### src/rtl/mem_arbiter_if.sv
// Bus bundle between the two requesters, the memory command port and the arbiter.
// Handshake: a requester holds req (and its address/data) until it sees gnt in the same cycle, and that
// cycle is the transfer. A read grant returns rvalid plus rdata exactly one cycle later, and rvalid has no back-pressure.
interface mem_arbiter_if #(
  parameter int ADDR_W = 32,
  parameter int DATA_W = 32
);
  logic              i_req;
  logic [ADDR_W-1:0] i_addr;
  logic              i_gnt;
  logic              i_rvalid;
  logic [DATA_W-1:0] i_rdata;

  logic              d_req;
  logic              d_we;
  logic [ADDR_W-1:0] d_addr;
  logic [DATA_W-1:0] d_wdata;
  logic              d_gnt;
  logic              d_rvalid;
  logic [DATA_W-1:0] d_rdata;

  logic              mem_r_en;
  logic [ADDR_W-1:0] mem_r_addr;
  logic              mem_w_en;
  logic [ADDR_W-1:0] mem_w_addr;
  logic [DATA_W-1:0] mem_w_data;
  logic [DATA_W-1:0] mem_r_data;

  logic [15:0]       stat_conflicts;

  modport slave (
    input  i_req, i_addr, d_req, d_we, d_addr, d_wdata, mem_r_data,
    output i_gnt, i_rvalid, i_rdata, d_gnt, d_rvalid, d_rdata,
           mem_r_en, mem_r_addr, mem_w_en, mem_w_addr, mem_w_data, stat_conflicts
  );

  modport master (
    output i_req, i_addr, d_req, d_we, d_addr, d_wdata, mem_r_data,
    input  i_gnt, i_rvalid, i_rdata, d_gnt, d_rvalid, d_rdata,
           mem_r_en, mem_r_addr, mem_w_en, mem_w_addr, mem_w_data, stat_conflicts
  );
endinterface

### src/rtl/mem_arbiter.sv
// Two-requester (instruction/data) arbiter onto a single-port memory with 1-cycle read latency.
// The grant is combinational. Read responses are routed back to their owner by a registered flag.
module mem_arbiter #(
  parameter int ADDR_W     = 32,
  parameter int DATA_W     = 32,
  parameter bit FIXED_PRIO = 1'b0
) (
  input  logic             clk,
  input  logic             rst_n,
  mem_arbiter_if.slave     bus,
  output logic             dbg_last_gnt
);

  typedef enum logic {GNT_I = 1'b0, GNT_D = 1'b1} gnt_e;

  gnt_e              last_gnt_q, last_gnt_d;
  logic              i_win, d_win, contention;
  logic              own_i_q, own_d_q;
  logic [15:0]       conflicts_q;
  logic              r_en, w_en;
  logic [ADDR_W-1:0] r_addr, w_addr;
  logic [DATA_W-1:0] w_data;

  // Grants are suppressed while reset is asserted so no memory command leaks out.
  always_comb begin
    i_win      = 1'b0;
    d_win      = 1'b0;
    last_gnt_d = last_gnt_q;
    contention = bus.i_req && bus.d_req;
    if (rst_n) begin
      if (contention) begin
        if (FIXED_PRIO || last_gnt_q == GNT_I) d_win = 1'b1;
        else                                   i_win = 1'b1;
      end else begin
        i_win = bus.i_req;
        d_win = bus.d_req;
      end
    end
    if (i_win)      last_gnt_d = GNT_I;
    else if (d_win) last_gnt_d = GNT_D;
  end

  always_comb begin
    r_en   = 1'b0;
    r_addr = '0;
    w_en   = 1'b0;
    w_addr = '0;
    w_data = '0;
    if (i_win) begin
      r_en   = 1'b1;
      r_addr = bus.i_addr;
    end else if (d_win && !bus.d_we) begin
      r_en   = 1'b1;
      r_addr = bus.d_addr;
    end else if (d_win) begin
      w_en   = 1'b1;
      w_addr = bus.d_addr;
      w_data = bus.d_wdata;
    end
  end

  always_ff @(posedge clk or negedge rst_n) begin
    if (!rst_n) begin
      last_gnt_q  <= GNT_D;
      own_i_q     <= 1'b0;
      own_d_q     <= 1'b0;
      conflicts_q <= '0;
    end else begin
      last_gnt_q <= last_gnt_d;
      own_i_q    <= i_win;
      own_d_q    <= d_win && !bus.d_we;
      if (contention && conflicts_q != 16'hFFFF) conflicts_q <= conflicts_q + 16'd1;
    end
  end

  assign bus.i_gnt          = i_win;
  assign bus.d_gnt          = d_win;
  assign bus.mem_r_en       = r_en;
  assign bus.mem_r_addr     = r_addr;
  assign bus.mem_w_en       = w_en;
  assign bus.mem_w_addr     = w_addr;
  assign bus.mem_w_data     = w_data;
  assign bus.i_rvalid       = own_i_q;
  assign bus.d_rvalid       = own_d_q;
  assign bus.i_rdata        = bus.mem_r_data;
  assign bus.d_rdata        = bus.mem_r_data;
  assign bus.stat_conflicts = conflicts_q;
  assign dbg_last_gnt       = (last_gnt_q == GNT_D);

endmodule
### src/flat_wrapper.sv
// flat-port wrapper written by rule: the top's interface ports become plain ports
module mem_arbiter_flat 
#(
  parameter int ADDR_W     = 32,
  parameter int DATA_W     = 32,
  parameter bit FIXED_PRIO = 1'b0
)
  (clk, rst_n, dbg_last_gnt, bus_i_req, bus_i_addr, bus_d_req, bus_d_we, bus_d_addr, bus_d_wdata, bus_mem_r_data, bus_i_gnt, bus_i_rvalid, bus_i_rdata, bus_d_gnt, bus_d_rvalid, bus_d_rdata, bus_mem_r_en, bus_mem_r_addr, bus_mem_w_en, bus_mem_w_addr, bus_mem_w_data, bus_stat_conflicts);
  mem_arbiter_if #(.ADDR_W(ADDR_W), .DATA_W(DATA_W)) bus_i ();
  input  logic clk;
  input  logic rst_n;
  output logic dbg_last_gnt;
  input wire logic [$bits(bus_i.i_req)-1:0] bus_i_req;
  input wire logic [$bits(bus_i.i_addr)-1:0] bus_i_addr;
  input wire logic [$bits(bus_i.d_req)-1:0] bus_d_req;
  input wire logic [$bits(bus_i.d_we)-1:0] bus_d_we;
  input wire logic [$bits(bus_i.d_addr)-1:0] bus_d_addr;
  input wire logic [$bits(bus_i.d_wdata)-1:0] bus_d_wdata;
  input wire logic [$bits(bus_i.mem_r_data)-1:0] bus_mem_r_data;
  output wire logic [$bits(bus_i.i_gnt)-1:0] bus_i_gnt;
  output wire logic [$bits(bus_i.i_rvalid)-1:0] bus_i_rvalid;
  output wire logic [$bits(bus_i.i_rdata)-1:0] bus_i_rdata;
  output wire logic [$bits(bus_i.d_gnt)-1:0] bus_d_gnt;
  output wire logic [$bits(bus_i.d_rvalid)-1:0] bus_d_rvalid;
  output wire logic [$bits(bus_i.d_rdata)-1:0] bus_d_rdata;
  output wire logic [$bits(bus_i.mem_r_en)-1:0] bus_mem_r_en;
  output wire logic [$bits(bus_i.mem_r_addr)-1:0] bus_mem_r_addr;
  output wire logic [$bits(bus_i.mem_w_en)-1:0] bus_mem_w_en;
  output wire logic [$bits(bus_i.mem_w_addr)-1:0] bus_mem_w_addr;
  output wire logic [$bits(bus_i.mem_w_data)-1:0] bus_mem_w_data;
  output wire logic [$bits(bus_i.stat_conflicts)-1:0] bus_stat_conflicts;
  assign bus_i.i_req = bus_i_req;
  assign bus_i.i_addr = bus_i_addr;
  assign bus_i.d_req = bus_d_req;
  assign bus_i.d_we = bus_d_we;
  assign bus_i.d_addr = bus_d_addr;
  assign bus_i.d_wdata = bus_d_wdata;
  assign bus_i.mem_r_data = bus_mem_r_data;
  assign bus_i_gnt = bus_i.i_gnt;
  assign bus_i_rvalid = bus_i.i_rvalid;
  assign bus_i_rdata = bus_i.i_rdata;
  assign bus_d_gnt = bus_i.d_gnt;
  assign bus_d_rvalid = bus_i.d_rvalid;
  assign bus_d_rdata = bus_i.d_rdata;
  assign bus_mem_r_en = bus_i.mem_r_en;
  assign bus_mem_r_addr = bus_i.mem_r_addr;
  assign bus_mem_w_en = bus_i.mem_w_en;
  assign bus_mem_w_addr = bus_i.mem_w_addr;
  assign bus_mem_w_data = bus_i.mem_w_data;
  assign bus_stat_conflicts = bus_i.stat_conflicts;
  mem_arbiter #(.ADDR_W(ADDR_W), .DATA_W(DATA_W), .FIXED_PRIO(FIXED_PRIO)) u_core (.clk(clk), .rst_n(rst_n), .bus(bus_i), .dbg_last_gnt(dbg_last_gnt));
endmodule
### config.mk
export PLATFORM = sky130hd
export DESIGN_NAME = mem_arbiter_flat
export DESIGN_NICKNAME = d
export VERILOG_FILES = /design/src/rtl/mem_arbiter_if.sv /design/src/rtl/mem_arbiter.sv /design/src/flat_wrapper.sv
export SDC_FILE = /design/constraint.sdc
export NUM_CORES = 1
export LEC_CHECK = 0
export CAP_MARGIN = 20
export CORE_AREA = 2 2 124 126
export DETAILED_ROUTE_END_ITERATION = 10
export DIE_AREA = 0 0 126 128
export GPL_TIMING_DRIVEN = 0
export MAX_ROUTING_LAYER = met4
export PLACE_DENSITY = 0.66
export REMOVE_ABC_BUFFERS = 1
export SETUP_SLACK_MARGIN = 0.1
export SKIP_LAST_GASP = 1
export SYNTH_ARGS = -nofsm -noshare
export SYNTH_HDL_FRONTEND = slang
export SYNTH_SLANG_ARGS = --single-unit
### constraint.sdc
create_clock -name clk -period 1.8 [get_ports clk]
set_input_delay 0.36 -clock clk [delete_from_list [all_inputs] [get_ports clk]]
set_output_delay 0.36 -clock clk [all_outputs]
set_load 0.01 [all_outputs]
==> out/metrics.csv, run 1 <==
stage;metric;value;unit
timing;Slew @ Worst Pin;862;ps
placed_design;post-place setup slack;-2690;ps
worst_setup_path;slowest CP cell;dfstp_2;
synth;top post-synthesis cells by area;buf_4 22%, dfrtp_1 21%, and3_1 19%;
layout;FF+latch area;482;um^2
synth;mapped cell area;2170;um^2
synth;top-area cell type share of the netlist area;0.221;
synth;Primary FF master, synth;dfrtp_1;
die;Ports;316;
route;Starting DRT DRC Count;131;
worst_setup_path;critical path's top delay family;flip-flops;
timing;final worst slack;-281;ps
synth;library cells used by synthesis;31;
cts;CTS clk-pin slew, worst paths;50;ps
outcome;violated checks;setup timing;
synth;Post-synth EDFFs;0;
worst_setup_path;crit path max fanout;4;
worst_setup_path;worst path arrival time;1720;ps
timing;Fin Hold WS;49.3;ps
grt;grt ovf;0;
pwr;leakage;2.27;nW
route;DRT Wirelength;14900;um
layout;Final Cell Area;4440;um^2
worst_setup_path;CP Capture Point;bus_mem_r_addr[0];
layout;multi-input combinational cell area;1240;um^2
timing;min Tclk post-route;2080;ps
timing;clock skew;1.12;ps
worst_setup_path;Buf+Inv Stages, Crit Path;3;
synth;syn_area_per_cell;8.13;um^2
synth;Ys Warns;0;
route;wire length per cell;23.9;um
layout;nets;570;
cts;H-tree levels;1;
pwr;VDD IR max;0.305;mV
timing;max frequency;0.480;GHz
die;CORE AREA;14900;um^2
grt;antenna violations before repair;1;
placed_design;IO buf count;219;
cts;CTS tree;done;
worst_setup_path;r2r startpoint;u_core.bus.stat_conflicts[14]$_DFFE_PN0P_;
route;Post-route DRC;0;
synth;post-synth top area cell;buf_4;
worst_setup_path;worst reg-to-reg path cell count;5;
timing;# setup viols final;99;
synth;sequential area share after synthesis;0.220;
route;via density per instance;4.56;
layout;fillcell total;1581;
worst_setup_path;worst setup path startpoint;u_core.dbg_last_gnt$_DFFE_PN1P_;
timing;max_slew headroom;0.423;
worst_setup_path;CP required;1440;ps
cts;clk sink count;19;
placed_design;hpwl dp;10800;um
timing;RSZ-0062 raised after global routing;yes;
cts;CTS Root Cell;clkbuf_16;
cts;maximum buffer depth of the clock tree;2;
grt;first-pass GRT wire length;20000;um
worst_setup_path;Worst Setup End Kind;output port;
layout;Area Overhead vs Synth;105;%
cts;Worst-Skew Late Latency;250;ps
outcome;run status;finished, violations left;
timing;Final Hold Viols;0;
synth;Gate Count Post-Synth;267;
grt;pin count of the biggest net entering global routing;68;
min_path;worst hold path class;input port to async pin;
route;antenna-violating nets left;0;
placed_design;placed cell area;4110;um^2
route;via count;2845;
worst_setup_path;Critical R2R Capture;u_core.bus.stat_conflicts[1]$_DFFE_PN0P_;
grt;vias in the first global route;2854;
route;DR pass1 iterations;4;
job;max cap viols;0;
worst_setup_path;instance count on the critical path;6;
die;DIE AREA;16100;um^2
die;Chip Width;126;um
die;Die Y;128;um
pwr;pwr dens;508;nW/um^2
cts;CTS Buf Count;3;
die;Initial Util;0.146;
timing;Slew Limit Fails;0;
timing;Tcrit/Tclk final;1.16;
layout;share of post-route cells with drive strength above 1;0.329;
grt;all-layer global routing usage;0.176;
die;Std-Cell Rows;45;
worst_setup_path;Startpoint Class;flip-flop;
worst_setup_path;R2R setup slack;150;ps
worst_setup_path;Crit path largest cell delay;570;ps
worst_setup_path;CP cell instances;a21oi_4 -> buf_12 -> nor2b_4 -> clkbuf_16 -> a22o_1 -> buf_2;
synth;Async S/R FF share, synth;1.00;
synth;FF+latch count, synth;19;
worst_setup_path;critical path class;flip-flop to output port;
placed_design;Placer Congestion;0.826;
layout;Final Util;0.299;
-- power by group --
part / leakage (nW) / switching [W] / internal, W / total (W)
sequential: 0.237 / 0.000135 / 0.000519 / 0.000654
combinational: 1.99 / 0.000457 / 0.000695 / 0.00115
clock: 0.0382 / 0.000150 / 0.000301 / 0.000451
total: 2.27 / 0.000742 / 0.00152 / 0.00226
-- cells in the mapped netlist, types with 4 or more instances --
master / n
and3_1: 66
buf_4: 64
a22o_1: 32
clkbuf_1: 19
dfrtp_1: 18
xor2_1: 12
nand2_1: 10
nand4_1: 4
nor3_1: 4
-- state kept, by name, summed over array words and instances, names as in the netlist --
| signal | count |
|---|---|
| u_core.bus.d_rvalid | 1 |
| u_core.bus.stat_conflicts | 16 |
| u_core.bus.i_rvalid | 1 |
| u_core.dbg_last_gnt | 1 |
-- per-stage QoR --
stage	cells	total power, W	setup TNS (ps)
finish	624	0.00226	-19980
global route	624	0.00237	-24410
CTS	620	0.00223	-19620
detailed placement	590	0.00167	-216600
global placement	588	0.00162	-482550
floorplan	181	0.000943	-149340
-- final cells by class --
cell class	count	share of cell area
repair buffers	248	0.539
multi-input cells	162	0.279
flip-flops and latches	19	0.108
well taps	188	0.0530
clock buffers	4	0.0177
inverters	2	0.00169
diodes	1	0.000563
-- what timing repair did --
item                       CTS  global route
gates cloned                 8             0
hold buffers                 1             0
pin swaps                   43             3
hold endpoints to repair    18             0
setup endpoints to repair  113           109
resized for setup          395            21
buffers inserted            17             4
-- worst min path at each step --
stage                                                    startpoint                                   endpoint  slack [ps]  depth (start not counted)
final                                                         rst_n            u_core.dbg_last_gnt$_DFFE_PN1P_          50                          1
after global routing                                          rst_n            u_core.dbg_last_gnt$_DFFE_PN1P_          40                          1
after CTS                                                     rst_n            u_core.dbg_last_gnt$_DFFE_PN1P_          50                          1
after detailed placement  u_core.bus.stat_conflicts[15]$_DFFE_PN0P_  u_core.bus.stat_conflicts[15]$_DFFE_PN0P_         490                          1
after global placement    u_core.bus.stat_conflicts[15]$_DFFE_PN0P_  u_core.bus.stat_conflicts[15]$_DFFE_PN0P_         490                          1
after floorplan                                               rst_n              u_core.bus.d_rvalid$_DFF_PN0_          60                          0
-- layout by cell type, fill, tap and decap left out, types with 3 or more instances in the layout --
cell type and n:
buf_12 8, nor3_1 4, dfrtp_2 4, clkbuf_16 4, buf_6 21, xor2_1 12
a21oi_4 3, a22o_1 32, o21ai_0 3, dfrtp_1 14, and3_1 65, buf_16 5
nand2_1 9, buf_2 59, nor2_1 3, buf_4 7, clkdlybuf4s15_2 10, dlygate4sd2_1 18
clkdlybuf4s50_1 114, nand4_1 4
-- cell families after synthesis --
| group | after synthesis | synth area share |
|---|---|---|
| xor+xnor | 13 | 0.0525 |
| buf+inv | 88 | 0.265 |
| flops | 19 | 0.220 |
| compound gates | 39 | 0.146 |
| simple gates | 105 | 0.299 |
| mux | 2 | 0.0121 |
| fa+ha+maj | 1 | 0.00577 |
-- routing by layer --
layer / wire, um / global-route usage
met3: 2470 / 0.113
met1: 6130 / 0.216
met2: 6140 / 0.249
met5: 0 / -
met4: 158 / 0.0246
No activity file was read; power rests on OpenSTA's default activity.
==> inputs of run 2 (changes only) <==
PLACE_DENSITY = unset   (was 0.66)
==> out/metrics.csv, run 2 (synthesized netlist as in run 1, its figures left out) <==
stage;metric;value;unit;change
outcome;run status;finished, violations left;;unchanged
outcome;violated checks;setup timing;;unchanged
route;via count;2935;;was 2,845
timing;# setup viols final;100;;was 99
cts;CTS tree;done;;unchanged
timing;Fin Hold WS;38.9;ps;was 49.3 ps
timing;Slew @ Worst Pin;840;ps;was 862 ps
route;DRT Wirelength;16800;um;was 14,900 um
timing;final worst slack;-416;ps;was -281 ps
timing;max_slew headroom;0.438;;was 0.423
layout;nets;582;;was 570
layout;Area Overhead vs Synth;111;%;was 105%
placed_design;Placer Congestion;0.798;;was 0.826
worst_setup_path;Worst Setup End Kind;output port;;unchanged
worst_setup_path;crit path max fanout;8;;was 4
layout;FF+latch area;482;um^2;unchanged
route;antenna-violating nets left;0;;unchanged
grt;pin count of the biggest net entering global routing;68;;unchanged
cts;CTS clk-pin slew, worst paths;50;ps;about the same
job;max cap viols;0;;unchanged
die;Std-Cell Rows;45;;unchanged
grt;first-pass GRT wire length;21900;um;was 20,000 um
die;DIE AREA;16100;um^2;unchanged
route;via density per instance;4.61;;was 4.56
die;CORE AREA;14900;um^2;unchanged
layout;commonest non-fill, non-tap cell in the layout;clkdlybuf4s50_1;;unchanged
timing;min Tclk post-route;2220;ps;was 2080 ps
pwr;Final Power;0.00237;W;was 0.00226 W
min_path;worst hold path class;input port to async pin;;unchanged
pwr;leakage;2.31;nW;was 2.27 nW
layout;multi-input combinational cell area;1280;um^2;was 1240 um^2
layout;Final Util;0.308;;was 0.299
cts;CTS Root Cell;clkbuf_16;;unchanged
timing;RSZ-0062 raised after global routing;yes;;unchanged
pwr;pwr dens;517;nW/um^2;was 508 nW/um^2
timing;max frequency;0.451;GHz;was 0.480 GHz
worst_setup_path;Startpoint Class;flip-flop;;unchanged
timing;Final Hold Viols;0;;unchanged
timing;Slew Limit Fails;0;;unchanged
layout;Final Cell Area;4580;um^2;was 4440 um^2
cts;maximum buffer depth of the clock tree;2;;unchanged
route;Post-route DRC;0;;unchanged
layout;commonest cells after routing, fill and taps aside;114 x clkdlybuf4s50_1, 56 x and3_1, 47 x buf_2;;was 114 x clkdlybuf4s50_1, 65 x and3_1, 59 x buf_2
pwr;VDD IR max;0.332;mV;was 0.305 mV
route;Starting DRT DRC Count;152;;was 131
worst_setup_path;worst path arrival time;1860;ps;was 1720 ps
layout;fillcell total;1592;;was 1,581
grt;all-layer global routing usage;0.196;;was 0.176
die;Die Y;128;um;unchanged
placed_design;hpwl dp;12100;um;was 10,800 um
timing;Tcrit/Tclk final;1.23;;was 1.16
placed_design;placed cell area;4080;um^2;was 4110 um^2
die;Initial Util;0.146;;unchanged
die;Chip Width;126;um;unchanged
grt;grt ovf;0;;unchanged
die;Ports;316;;unchanged
cts;H-tree levels;1;;unchanged
layout;max reg flops;16;;unchanged
worst_setup_path;CP required;1440;ps;about the same
grt;antenna violations before repair;2;;was 1
layout;share of post-route cells with drive strength above 1;0.407;;was 0.329
cts;clk sink count;19;;unchanged
worst_setup_path;critical path class;flip-flop to output port;;unchanged
cts;CTS Buf Count;3;;unchanged
route;wire length per cell;26.3;um;was 23.9 um
route;DR pass1 iterations;4;;unchanged
grt;vias in the first global route;2976;;was 2,854
cts;Worst-Skew Late Latency;250;ps;about the same
worst_setup_path;R2R setup slack;150;ps;about the same
placed_design;IO buf count;219;;unchanged
timing;clock skew;6.20;ps;was 1.12 ps
-- run 2: cell types whose count changed in the layout (fill, tap and decap cells not counted), sizes merged --
cell | before | now
dlymetal6s2s | 0 | 2
inv | 2 | 1
diode | 1 | 2
buf | 102 | 119
bufbuf | 1 | 0
dlygate4sd2 | 18 | 0
clkdlybuf4s15 | 10 | 0
clkbuf | 6 | 26
a21oi | 4 | 5
clkinvlp | 0 | 2
-- run 2: path summary, 6_finish.rpt --
path	depth (start not counted)	to	startpoint
setup / recovery	6	bus_mem_r_addr[24]	u_core.dbg_last_gnt$_DFFE_PN1P_
hold / removal	1	u_core.dbg_last_gnt$_DFFE_PN1P_	rst_n
setup reg to reg	6	u_core.bus.stat_conflicts[1]$_DFFE_PN0P_	u_core.bus.stat_conflicts[1]$_DFFE_PN0P_
hold reg to reg	1	u_core.bus.stat_conflicts[0]$_DFFE_PN0P_	u_core.bus.stat_conflicts[0]$_DFFE_PN0P_
max in group asynchronous	2	u_core.bus.stat_conflicts[4]$_DFFE_PN0P_	rst_n
min in group clk	3	u_core.dbg_last_gnt$_DFFE_PN1P_	rst_n
-- run 2: worst max-delay path: stages (launching register included) --
cell and delay [ps]:
dfstp_2 600, a21oi_4 90, buf_12 140, nor2b_4 160, clkbuf_16 220, a22o_1 240, buf_2 150
-- run 2: per-layer routing --
layer | vias to the layer above | GRT usage | part of all wire
li1 | 1261 | - | -
met1 | 1394 | 0.273 | 0.46
met2 | 266 | 0.246 | 0.37
met3 | 14 | 0.121 | 0.15
met4 | 0 | 0.0142 | 0.012
met5 | - | - | 0
-- run 2: report_power, final --
group,total [W],switching (W),internal [W]
Combinational,0.00124,0.000500,0.000745
Sequential,0.000657,0.000135,0.000522
Clock,0.000466,0.000165,0.000300
Total,0.00237,0.000801,0.00157
-- run 2: repair_timing --
action                                  CTS  global route
gates resized for setup                 316           165
hold endpoints to repair                 18             0
hold buffers                              1             0
gates cloned                              7             4
pin swaps                                 4            36
endpoints found under the setup margin  114           117
setup buffers                            19            11
-- run 2: final cells by class --
cell class | instances | area share
Timing Repair Buffer | 259 | 0.542
Multi-Input combinational cell | 163 | 0.280
Sequential cell | 19 | 0.105
Tap cell | 188 | 0.0514
Clock buffer | 3 | 0.0164
Inverter | 2 | 0.00246
Clock inverter | 1 | 0.00164
Antenna cell | 2 | 0.00109
-- run 2: per-stage QoR --
step / setup slack, ps / TNS [ps] / std cells
after global routing: -472 / -30350 / 637
final: -416 / -25550 / 637
after CTS: -471 / -29660 / 620
after floorplan: -2320 / -149340 / 181
after detailed placement: -2860 / -223810 / 589
after global placement: -6330 / -500870 / 588
